**src/rtl/riscv_pkg.sv**
```systemverilog
// Constants shared across the RV32 pipeline: datapath width, canonical NOP,
// and the default boot address.
package riscv_pkg;
    localparam int          XLEN             = 32;
    localparam logic [31:0] NOP_INSTR        = 32'h0000_0013;
    localparam logic [31:0] DEFAULT_RESET_PC = 32'h0000_0000;
endpackage

```
**src/rtl/fetch_fifo.sv**
```systemverilog
// Small synchronous FIFO with flush, used for the fetch queue and the PC tag FIFO.
// Head entry is visible combinationally so a pop and its data share one cycle.
module fetch_fifo #(
    parameter int WIDTH = 32,
    parameter int DEPTH = 4
) (
    input  logic                       clk,
    input  logic                       rst,
    input  logic                       push,
    input  logic [WIDTH-1:0]           pushData,
    input  logic                       pop,
    input  logic                       flush,
    output logic [WIDTH-1:0]           headData,
    output logic [$clog2(DEPTH+1)-1:0] count,
    output logic                       full,
    output logic                       empty
);
    localparam int PW = (DEPTH > 1) ? $clog2(DEPTH) : 1;
    localparam int CW = $clog2(DEPTH + 1);

    logic [WIDTH-1:0] mem [DEPTH];
    logic [PW-1:0]    rdPtr;
    logic [PW-1:0]    wrPtr;
    logic             doPush;
    logic             doPop;

    function automatic logic [PW-1:0] bump(input logic [PW-1:0] p);
        return (p == PW'(DEPTH - 1)) ? '0 : p + 1'b1;
    endfunction

    assign empty    = (count == '0);
    assign full     = (count == CW'(DEPTH));
    assign doPop    = pop && !empty;
    // A full FIFO may still accept a push when the head leaves in the same cycle.
    assign doPush   = push && (!full || doPop);
    assign headData = mem[rdPtr];

    always_ff @(posedge clk or negedge rst) begin
        if (!rst) begin
            rdPtr <= '0;
            wrPtr <= '0;
            count <= '0;
        end else if (flush) begin
            rdPtr <= '0;
            wrPtr <= '0;
            count <= '0;
        end else begin
            assert (!(push && !doPush)) else $error("fetch_fifo: push while full");
            if (doPush) wrPtr <= bump(wrPtr);
            if (doPop)  rdPtr <= bump(rdPtr);
            if (doPush && !doPop)      count <= count + 1'b1;
            else if (doPop && !doPush) count <= count - 1'b1;
        end
    end

    always_ff @(posedge clk) begin
        if (doPush && !flush) mem[wrPtr] <= pushData;
    end
endmodule

```
**src/rtl/fetch_stage.sv**
```systemverilog
// RV32 instruction fetch: PC generation, valid/ready imem requests, in-order
// response queue with wrong-path discard, and the IF/ID pipeline register.
module fetch_stage #(
    parameter int              XLEN     = riscv_pkg::XLEN,
    parameter logic [XLEN-1:0] RESET_PC = XLEN'(riscv_pkg::DEFAULT_RESET_PC),
    parameter int              FQ_DEPTH = 4
) (
    input  logic            clk,
    input  logic            rst,
    output logic            imem_req_valid,
    input  logic            imem_req_ready,
    output logic [XLEN-1:0] imem_req_addr,
    input  logic            imem_rsp_valid,
    input  logic [31:0]     imem_rsp_data,
    input  logic            PCSrcE,
    input  logic [XLEN-1:0] PCTargetE,
    input  logic            StallD,
    output logic            ValidD,
    output logic [31:0]     InstrD,
    output logic [XLEN-1:0] PCD,
    output logic [XLEN-1:0] PCPlus4D
);
    import riscv_pkg::*;

    localparam int CW = $clog2(FQ_DEPTH + 1);
    localparam int QW = XLEN + 32;

    logic [XLEN-1:0] pcF;
    logic [CW-1:0]   inflight;
    logic [CW-1:0]   inflightNext;
    logic [CW-1:0]   drop;
    logic [CW-1:0]   qCount;
    logic [CW-1:0]   tagCount;
    logic            qEmpty, qFull, tagEmpty, tagFull;
    logic [XLEN-1:0] tagPc;
    logic [QW-1:0]   qHead;
    logic            issueOk, reqFire, rspKeep, loadD;

    // Responses still owed are counted against queue space so none can overflow it.
    assign issueOk        = !PCSrcE && (({1'b0, inflight} + {1'b0, qCount}) < (CW+1)'(FQ_DEPTH));
    assign imem_req_valid = rst && issueOk;
    assign imem_req_addr  = pcF;
    assign reqFire        = issueOk && imem_req_ready;
    assign rspKeep        = imem_rsp_valid && !PCSrcE && (drop == '0);
    assign loadD          = !PCSrcE && !StallD && !qEmpty;

    always_comb begin
        inflightNext = inflight;
        if (reqFire && !imem_rsp_valid)      inflightNext = inflight + 1'b1;
        else if (!reqFire && imem_rsp_valid) inflightNext = inflight - 1'b1;
    end

    fetch_fifo #(.WIDTH(XLEN), .DEPTH(FQ_DEPTH)) tagFifo (
        .clk      (clk),
        .rst      (rst),
        .push     (reqFire),
        .pushData (pcF),
        .pop      (rspKeep),
        .flush    (PCSrcE),
        .headData (tagPc),
        .count    (tagCount),
        .full     (tagFull),
        .empty    (tagEmpty)
    );

    fetch_fifo #(.WIDTH(QW), .DEPTH(FQ_DEPTH)) fetchQueue (
        .clk      (clk),
        .rst      (rst),
        .push     (rspKeep),
        .pushData ({tagPc, imem_rsp_data}),
        .pop      (loadD),
        .flush    (PCSrcE),
        .headData (qHead),
        .count    (qCount),
        .full     (qFull),
        .empty    (qEmpty)
    );

    always_ff @(posedge clk or negedge rst) begin
        if (!rst) begin
            pcF      <= RESET_PC;
            inflight <= '0;
            drop     <= '0;
        end else begin
            assert (!(rspKeep && tagEmpty)) else $error("fetch_stage: response without tag");
            assert (!(reqFire && tagFull)) else $error("fetch_stage: tag FIFO overrun");
            assert (!(rspKeep && qFull && !loadD)) else $error("fetch_stage: fetch queue overrun");
            // Every outstanding response is either tagged or marked for discard.
            assert (({1'b0, tagCount} + {1'b0, drop}) == {1'b0, inflight})
                else $error("fetch_stage: tag/drop bookkeeping lost");
            inflight <= inflightNext;
            if (PCSrcE) begin
                pcF  <= PCTargetE;
                drop <= inflightNext;
            end else begin
                if (reqFire) pcF <= pcF + XLEN'(4);
                if (imem_rsp_valid && (drop != '0)) drop <= drop - 1'b1;
            end
        end
    end

    always_ff @(posedge clk or negedge rst) begin
        if (!rst) begin
            ValidD   <= 1'b0;
            InstrD   <= NOP_INSTR;
            PCD      <= '0;
            PCPlus4D <= '0;
        end else if (PCSrcE) begin
            ValidD <= 1'b0;
            InstrD <= NOP_INSTR;
        end else if (!StallD) begin
            if (!qEmpty) begin
                ValidD   <= 1'b1;
                InstrD   <= qHead[31:0];
                PCD      <= qHead[QW-1:32];
                PCPlus4D <= qHead[QW-1:32] + XLEN'(4);
            end else begin
                ValidD <= 1'b0;
                InstrD <= NOP_INSTR;
            end
        end
    end
endmodule

```
**config.mk**
```make
export PLATFORM = sky130hd
export DESIGN_NAME = fetch_stage
export DESIGN_NICKNAME = d
export VERILOG_FILES = /design/src/rtl/riscv_pkg.sv /design/src/rtl/fetch_fifo.sv /design/src/rtl/fetch_stage.sv
export SDC_FILE = /design/constraint.sdc
export NUM_CORES = 1
export LEC_CHECK = 0
export BUFFER_PORTS_ARGS = -buffer_cell sky130_fd_sc_hd__buf_4
export CORE_MARGIN = 1
export CORE_UTILIZATION = 31
export CTS_CLUSTER_SIZE = 30
export DETAILED_ROUTE_END_ITERATION = 8
export PLACE_DENSITY = 0.48
export SYNTH_ARGS = -nofsm -noshare
export SYNTH_HDL_FRONTEND = slang
export SYNTH_SLANG_ARGS = --single-unit
```
**constraint.sdc**
```tcl
create_clock -name clk -period 3.1 [get_ports clk]
set_input_delay 0.62 -clock clk [delete_from_list [all_inputs] [get_ports clk]]
set_output_delay 0.62 -clock clk [all_outputs]
set_load 0.02 [all_outputs]
```
==> metrics <==
status finished, final reports clean; cts repair resizes 0; largest net degree at the start of global routing 100; VDD IR max 401 µV; hold crit path type in -> async; register area share after synthesis 71.8%; pwr dens 780 nW/µm²; port bufs 199; Worst Slack Setup Final 0.266 ns; Crit Path Class reg -> reg; Post-Syn Instances 1,278; Layout Skew 0.0227 ns; share of the synthesized area in the top cell type 54.5%; Starting Density 31.4%; Max Slew Vio Count 0; total wire length 50,000 µm; f_max 0.353 GHz; standard-cell rows 95; register bit total from synthesis 531; DP HPWL 32,000 µm; worst path arrival time 3.27 ns; Async SR Flop Fraction 27.7%; CTS H-tree depth 2; FF-to-FF Start fetchQueue.rdPtr[0]; Synth-to-Final Area Change 21.8%; Avg WL per Cell 20.5 µm; met2 usage 23.2%; RSZ-0062 raised after global routing no; Cell Area, Synth 21,200 µm²; top post-synthesis cells by area edfxtp_1, dfrtp_1, mux4_2; Root Buffer clkbuf_16; layout net count 1,605; number of synthesis warnings 0; worst skew pair latency 0.61 ns; fin crit period 2.83 ns; Slew headroom 28.5%; Placeable Area 67,400 µm²; first-pass GRT wire length 77,700 µm; top-count cell post-synth edfxtp_1; design area 25,800 µm²; cts hold-fix bufs 0; CTS Buffer Depth 3; Slew @ Worst Pin 1.07 ns; Die H 263 µm; crit path capture type flip-flop; cts bufs inserted 57; GPL Wtd Cong 0.782; Fin Setup TNS 0 ns; drt pass-1 iters 5; Synth top cells by count edfxtp_1, nand2_1, dfrtp_1; CP Launch Type flip-flop; drt drc 0; # setup viols final 0; Worst-path clk slew 0.06 ns; chip width 263 µm; post-CTS setup buffer count 0; CTS tree built; clock sinks 531; Yosys cell types 67; initial antenna violation count 1; WP data required 3.54 ns; Antenna Violating Nets Remaining 0; Max-Cap Viols 0; GR peak layer met2; final-report hold violation count 0; post-synth top area cell edfxtp_1; detailed-route via count 12,000; Cells after DPL 2,329; grt met3 use 2.71%; Total Die Area 69,400 µm²; met1 Usage GRT 20.5%; Ports 200; Post-DP Area 24,000 µm²; Tcrit/Tclk final 91.4%; syn avg cell area 16.6 µm²; R2R setup slack 0.27 ns; dpl ws 0.292 ns; P_leak 9.30 nW; Global Route Usage Sum 14.6%; Filler cells 6,247; Finished Layout Cells 2,435; via-per-instance ratio 4.93; Post-Syn Nets 1,368; vias in the first global route 12,400; share of cells above drive strength 1 28.4%; Post-synth EDFFs 384; GRT Residual Overflow 0; reg2reg end PCPlus4D[27]; crit-path max FO 24; Register-to-Register Path Depth 5; top_reg_cell synth edfxtp_1; Iter 0 DRT Violations 709
==> layer usage <==
metal / part of all wire, % / wire length, µm
met1: 47 / 23400
met2: 47 / 23500
met3: 4.3 / 2150
met4: 2.0 / 994
met5: 0 / 0
==> flip-flops by register name (all words and copies together), names as in the netlist <==
register	cells
InstrD	32
PCD	32
PCPlus4D	30
ValidD	1
drop	3
fetchQueue.count	3
fetchQueue.mem	256
fetchQueue.rdPtr	2
fetchQueue.wrPtr	2
imem_req_addr	32
inflight	3
tagFifo.count	3
tagFifo.mem	128
tagFifo.rdPtr	2
tagFifo.wrPtr	2
==> how the worst max path moves through the flow <==
stage,endpoint,slack [ns],start
6_report,PCPlus4D[27],0.27,fetchQueue.rdPtr[0]
2_1_floorplan,fetchQueue.mem[0][0],0.15,imem_rsp_valid
3_3_place_gp,PCPlus4D[27],0.33,fetchQueue.rdPtr[0]
5_1_grt,PCPlus4D[27],0.07,fetchQueue.rdPtr[0]
3_5_place_dp,PCPlus4D[27],0.29,fetchQueue.rdPtr[0]
4_1_cts,PCPlus4D[27],0.26,fetchQueue.rdPtr[0]
==> cells by family after synthesis <==
logic type	Yosys count	share of synthesized area, %
compound gates	168	5.45
xor+xnor	24	0.993
fa+ha+maj	20	1.25
buf+inv	97	1.90
flops	531	71.8
mux	108	10.8
simple gates	330	7.72
==> power by group <==
group,switching [mW],leakage [nW],total [mW],internal (mW)
clock network,2.71,0.868,6.58,3.87
registers,0.707,5.33,9.27,8.57
logic,2.40,3.10,4.26,1.86
==> cells in the final DEF (no fill, tap or decap), types with 13 or more instances in the layout <==
master     netlist  routed
clkbuf_16        0      57
mux4_2          94      94
edfxtp_1       384     384
nand4_1         24      24
nand2_1        149     149
dfrtp_1        144     141
a31oi_1         17      17
a22o_1          29      29
nand3_1         25      25
o21ai_0         56      56
nor2_1          39      38
clkbuf_1        50      21
buf_4            3     233
xnor2_1         18      18
nor4_1          13      13
nor3_1          14      14
inv_1           30      30
ha_1            18      18
==> through the flow <==
stage	total power, mW	utilization (%)	hold WS [ns]
2_1_floorplan	11.8	-	0.324
3_3_place_gp	13.7	35.6	0.463
3_5_place_dp	13.8	35.6	0.468
4_1_cts	20.5	38.3	0.0802
5_1_grt	21.2	38.3	0.0719
6_report	20.1	38.3	0.0219
==> final cells by class <==
cell class	count	area, µm²	share of cell area (%)
antenna	1	2.50	0.00970
clock buffer	81	1550	6.00
clock inverter	24	259	1.00
inverter	30	113	0.437
multi-input combinational	650	5580	21.6
sequential	531	15200	59.0
tap	873	1090	4.24
timing repair buffer	245	1980	7.68
==> worst max-delay path, stage by stage (launching register included) <==
cell	delay, ns
dfrtp_4	0.66
mux4_2	0.51
and4_1	0.25
nor2b_1	0.86
a31o_2	0.28
a31oi_1	0.08
(Power assumes the default switching activity.)
